`config.mk`:
```
export PLATFORM = sky130hd
export DESIGN_NAME = gpio_tx
export DESIGN_NICKNAME = d
export VERILOG_FILES = /design/src/rtl/gpio_tx_pkg.sv /design/src/rtl/gpio_tx.sv
export SDC_FILE = /design/constraint.sdc
export NUM_CORES = 1
export LEC_CHECK = 0
export CORE_AREA = 2 2 77 153
export DETAILED_ROUTE_END_ITERATION = 10
export DIE_AREA = 0 0 79 155
export HOLD_SLACK_MARGIN = 0.02
export PLACE_DENSITY = 0.48
export SLEW_MARGIN = 15
export SYNTH_ARGS = -nofsm -noshare
export SYNTH_HDL_FRONTEND = slang
export SYNTH_SLANG_ARGS = --single-unit
```
`constraint.sdc`:
```
create_clock -name clk -period 3.3 [get_ports clk]
set_clock_uncertainty 0.15 [all_clocks]
set_input_delay 0.99 -clock clk [delete_from_list [all_inputs] [get_ports clk]]
set_output_delay 0.99 -clock clk [all_outputs]
set_load 0.02 [all_outputs]
```
`src/rtl/gpio_tx_pkg.sv`:
```
// gpio_tx_pkg
// Shared definitions for the serial GPIO interface: default word width and
// serial clock divider, plus the transmitter state encoding. Kept in a
// package so a future receiver can reuse the same encodings.
package gpio_tx_pkg;

    // Default bits per word (matches the CPU gpio bus width).
    localparam int GPIO_WIDTH_DEF   = 32;

    // Default clk cycles per sclk half-period and per slatch pulse.
    localparam int GPIO_CLK_DIV_DEF = 4;

    // Transmitter states: IDLE=0, LOW=1, HIGH=2, LATCH=3.
    typedef enum logic [1:0] {
        ST_IDLE  = 2'd0,
        ST_LOW   = 2'd1,
        ST_HIGH  = 2'd2,
        ST_LATCH = 2'd3
    } gpio_state_t;

endpackage

```
`src/rtl/gpio_tx.sv`:
```
// gpio_tx
// Serial transmitter for the CPU's parallel gpio word. Whenever gpio differs
// from the last word sent, the new word is shifted out MSB-first on a 3-wire
// 74HC595-compatible interface, followed by a storage-latch pulse.
//
// Ports:
//   clk     in   1      system clock, rising edge
//   rst     in   1      asynchronous active-high reset
//   gpio    in   WIDTH  parallel word, sampled only while idle
//   sclk    out  1      serial clock, data valid on its rising edge
//   sdata   out  1      serial data, MSB first
//   slatch  out  1      latch pulse, CLK_DIV cycles after the last bit
//   busy    out  1      high while a word is in flight
module gpio_tx
    import gpio_tx_pkg::*;
#(
    parameter int WIDTH   = GPIO_WIDTH_DEF,
    parameter int CLK_DIV = GPIO_CLK_DIV_DEF
) (
    input  logic             clk,
    input  logic             rst,
    input  logic [WIDTH-1:0] gpio,
    output logic             sclk,
    output logic             sdata,
    output logic             slatch,
    output logic             busy
);

    localparam int PW = (CLK_DIV > 1) ? $clog2(CLK_DIV) : 1;
    localparam int BW = (WIDTH > 1) ? $clog2(WIDTH) : 1;
    localparam logic [PW-1:0] PH_LAST  = PW'(CLK_DIV - 1);
    localparam logic [BW-1:0] BIT_LAST = BW'(WIDTH - 1);

    gpio_state_t      state_r;
    logic [WIDTH-1:0] last_sent_r;
    logic [WIDTH-1:0] shreg_r;
    logic [BW-1:0]    bit_cnt_r;
    logic [PW-1:0]    phase_r;
    logic [WIDTH-1:0] shreg_rot_s;
    logic             phase_done_s;

    // The shift register rotates rather than shifts: after WIDTH rotations it
    // holds the original word again, which becomes last_sent without needing
    // a separate copy of the word in flight.
    assign shreg_rot_s  = (shreg_r << 1) | (shreg_r >> (WIDTH - 1));
    assign phase_done_s = (phase_r == PH_LAST);

    // Transmit FSM: change detection, bit sequencing and all registered outputs.
    always_ff @(posedge clk or posedge rst) begin
        if (rst) begin
            state_r     <= ST_IDLE;
            last_sent_r <= {WIDTH{1'b0}};
            shreg_r     <= {WIDTH{1'b0}};
            bit_cnt_r   <= {BW{1'b0}};
            phase_r     <= {PW{1'b0}};
            sclk        <= 1'b0;
            sdata       <= 1'b0;
            slatch      <= 1'b0;
            busy        <= 1'b0;
        end else begin
            case (state_r)
                ST_IDLE: begin
                    if (gpio != last_sent_r) begin
                        shreg_r   <= gpio;
                        sdata     <= gpio[WIDTH-1];
                        sclk      <= 1'b0;
                        busy      <= 1'b1;
                        bit_cnt_r <= {BW{1'b0}};
                        phase_r   <= {PW{1'b0}};
                        state_r   <= ST_LOW;
                    end else begin
                        state_r   <= ST_IDLE;
                    end
                end

                ST_LOW: begin
                    if (phase_done_s) begin
                        phase_r <= {PW{1'b0}};
                        sclk    <= 1'b1;
                        state_r <= ST_HIGH;
                    end else begin
                        phase_r <= phase_r + 1'b1;
                    end
                end

                ST_HIGH: begin
                    if (phase_done_s) begin
                        phase_r <= {PW{1'b0}};
                        sclk    <= 1'b0;
                        shreg_r <= shreg_rot_s;
                        if (bit_cnt_r == BIT_LAST) begin
                            slatch  <= 1'b1;
                            sdata   <= 1'b0;
                            state_r <= ST_LATCH;
                        end else begin
                            sdata     <= shreg_rot_s[WIDTH-1];
                            bit_cnt_r <= bit_cnt_r + 1'b1;
                            state_r   <= ST_LOW;
                        end
                    end else begin
                        phase_r <= phase_r + 1'b1;
                    end
                end

                ST_LATCH: begin
                    if (phase_done_s) begin
                        phase_r     <= {PW{1'b0}};
                        slatch      <= 1'b0;
                        busy        <= 1'b0;
                        last_sent_r <= shreg_r;
                        state_r     <= ST_IDLE;
                    end else begin
                        phase_r <= phase_r + 1'b1;
                    end
                end

                default: begin
                    // Unreachable encoding: fall back to a quiet idle line.
                    state_r <= ST_IDLE;
                    phase_r <= {PW{1'b0}};
                    sclk    <= 1'b0;
                    sdata   <= 1'b0;
                    slatch  <= 1'b0;
                    busy    <= 1'b0;
                end
            endcase
        end
    end

endmodule

```
==> run_results.csv <==
group,metric,value,unit
power,p_total,2770,uW
clock_network,clock-root-buffer,"clkbuf_16",
yosys,ys.flop_type,"dfrtp_1",
run,maxCapViolations,0,
yosys,yosys_warnings,0,
yosys,ys_async_sr_fraction,1.000,
drt,drc,0,
yosys,synth.most_common_cell,"mux2_2",
floorplanning,io_pins,38,
yosys,syn_area,3791,um2
clock_network,htreeDepth,3,
sta,hold_slack,0.3510,ns
setup_path,r2r_setup_slack,0.85,ns
setup_path,crit_path_max_fanout,20,
sta,rsz0062_at_grt,"no",
sta,worst_pin_slew,0.7321,ns
place,dp.cells,467,
finish,final_util,0.4230,
grt,track_usage,0.1424,
finish,drive_gt1_frac,0.3490,
sta,slew_viol_final,0,
hold_path,min_from,"phase_r[0]$_DFFE_PP0P_",
drt,firstDrtPassIters,4,
setup_path,reg2reg_from,"last_sent_r[31]$_DFFE_PP0P_",
hold_path,hold_class,"reg -> reg",
floorplanning,fp.coreArea,11150,um2
sta,final.min_clock_period,3.183,ns
sta,max_slew_margin,0.5112,
clock_network,tritoncts,"done",
yosys,yosys.area.top_type,"dfrtp_1",
setup_path,crit_path_end_kind,"flip-flop",
floorplanning,rows,55,
grt,grt_pass1_wl,13170,um
setup_path,required,3.36,ns
grt,top_usage_layer,"met2",
hold_path,min_to,"phase_r[0]$_DFFE_PP0P_",
setup_path,critPathLaunchType,"input port",
sta,max_freq,314.1,MHz
clock_network,numCtsBuffers,9,
sta,setup_viol,0,
grt,overflow,0,
place,hpwl,5890,um
yosys,yosys.area.top_type_share,0.5083,
yosys,syn_nets,327,
drt,wl_per_cell,16.72,um
sta,hold_violations,0,
place,postPlaceCellArea,4388,um2
finish,final_area,4716,um2
drt,drt_iter0_drc,88,
drt,routed_via_density,4.903,
yosys,synth_edf_count,0,
setup_path,r2r_cells,7,
yosys,syn_avg_cell_area,13.07,um2
clock_network,clock_sinks,77,
grt,grt_max_degree,38,
finish,diodes,0,
setup_path,arrival,3.24,ns
yosys,synth.yosys.seq_area_share,0.5083,
drt,ant_nets,0,
yosys,synth_cells,290,
drt,vias,2368,
setup_path,worstSetupPathType,"in -> reg",
yosys,ys_seq_elements,77,
finish,final_cells,483,
yosys,synthTopCellsByArea,"dfrtp_1, mux2_2, xor2_1",
setup_path,reg2reg_to,"shreg_r[18]$_DFFE_PP0P_",
run_status,outcome,"finished clean",
power,p_leak,0.002175,uW
yosys,synth.distinct_cells,28,
grt,antenna_found_initial,0,
drt,wl,8077,um
finish,syn_to_final_growth,24.39,%
place,globalplace.congestion,0.7127,
clock_network,clk_pin_slew,0.06,ns
power,power_density,587.3,nW/um2
sta,period_share,0.9647,
grt,grt_use_met1,0.1618,
grt,grt_pass1_vias,2644,
hold_path,min_path_cells,1,
finish,fin_nets,373,
grt,grt_use_met3,0.02668,
floorplanning,initial_core_util,0.3401,
clock_network,insertion_delay,0.32,ns
floorplanning,die_h,155,um
floorplanning,die_width,79,um
yosys,yosys-top-cells-count,"mux2_2, dfrtp_1, xor2_1",
place,portBuffers,37,
grt,grt.met2_usage,0.2510,
clock_network,clock_path_buffers,2,
power,peakVddDrop,0.2568,mV
floorplanning,die_area,12250,um2
worst max path at each step:
| stage | startpoint | end | slack (ns) | depth (start not counted) |
|---|---|---|---|---|
| global placement | gpio[1] | shreg_r[14]$_DFFE_PP0P_ | -0.20 | 8 |
| CTS | gpio[1] | shreg_r[23]$_DFFE_PP0P_ | 0.1 | 8 |
| detailed placement | gpio[1] | shreg_r[23]$_DFFE_PP0P_ | -0.24 | 8 |
| finish | gpio[31] | shreg_r[18]$_DFFE_PP0P_ | 0.12 | 8 |
| floorplan | rst | bit_cnt_r[0]$_DFFE_PP0P_ | 0.19 | 1 |
| global route | gpio[31] | shreg_r[9]$_DFFE_PP0P_ | 0.01 | 8 |
sequential cells by signal (all words and copies together) (netlist names):
signal / count
phase_r: 2
sclk: 1
shreg_r: 32
bit_cnt_r: 5
slatch: 1
sdata: 1
last_sent_r: 32
state_r: 2
busy: 1
metal layers:
layer,vias to the layer above,share of wire,wire [um]
li1,1135,-,-
met1,1185,0.41,3320
met2,37,0.53,4254
met3,11,0.029,234
met4,0,0.033,268
met5,-,0,0
cells by family (layout without fill, tap and decap cells):
logic type               Yosys count  in the layout  share of synthesized area
adder cells (fa/ha/maj)            3              3                   0.009902
XOR/XNOR                          32             32                    0.07393
AO/OA/AOI/OAI                     27             27                    0.04653
flip-flops                        77             77                     0.5083
multiplexers                      96             96                     0.2851
buffers and inverters             23             74                    0.02871
AND/OR/NAND/NOR                   32             32                    0.04752
layout make-up:
type / instances / area [um2]
clock buffers: 9 / 225.2
clock inverters: 7 / 90.09
fillers: 1069 / 6432
inverters: 10 / 37.54
multi-input cells: 190 / 1768
flip-flops and latches: 77 / 1927
well taps: 142 / 177.7
repair buffers: 48 / 490.5
per-stage QoR:
stage          worst slack (ns)  TNS (ns)
2_1_floorplan            0.1933         0
3_3_place_gp            -0.2026    -6.210
3_5_place_dp            -0.2357    -7.030
4_1_cts                 0.09855         0
5_1_grt                 0.01039         0
6_report                 0.1166         0
worst max-delay path: stages:
cell	delay [ns]
clkdlybuf4s50_1	0.46
xor2_1	0.18
nor4_1	0.33
buf_4	0.18
nand4_1	0.14
o31ai_4	0.38
buf_12	0.22
mux2_2	0.35
power breakdown:
group	internal [uW]	switching [uW]	total, uW
combinational	240	150	391
sequential	1170	182	1350
clock	657	369	1030
total	2070	701	2770
repair_timing:
action                     CTS  global route
setup buffers                0             0
hold endpoints to repair     0             0
hold buffers                 0             0
setup endpoints to repair    0            33
resized for setup            0             2
placed cells by master, fill, tap and decap left out, types with 2 or more instances in the layout:
master and count:
buf_12 3, o21ai_0 8, nand4_1 4, a31oi_1 6, bufinv_16 2, a22oi_1 3, nand3_1 2, xor2_1 32
inv_1 9, ha_1 3, dfrtp_1 77, clkinv_2 3, clkdlybuf4s50_1 37, mux2_1 8, buf_4 8, o22ai_1 4
nor4_1 7, clkinvlp_4 2, nand2_1 5, nor4_2 2, nand2b_1 2, a21oi_1 3, clkbuf_16 9, and4_1 2
mux2_2 88, nor2_1 4
Note: power is estimated with default switching activity, not from simulation.
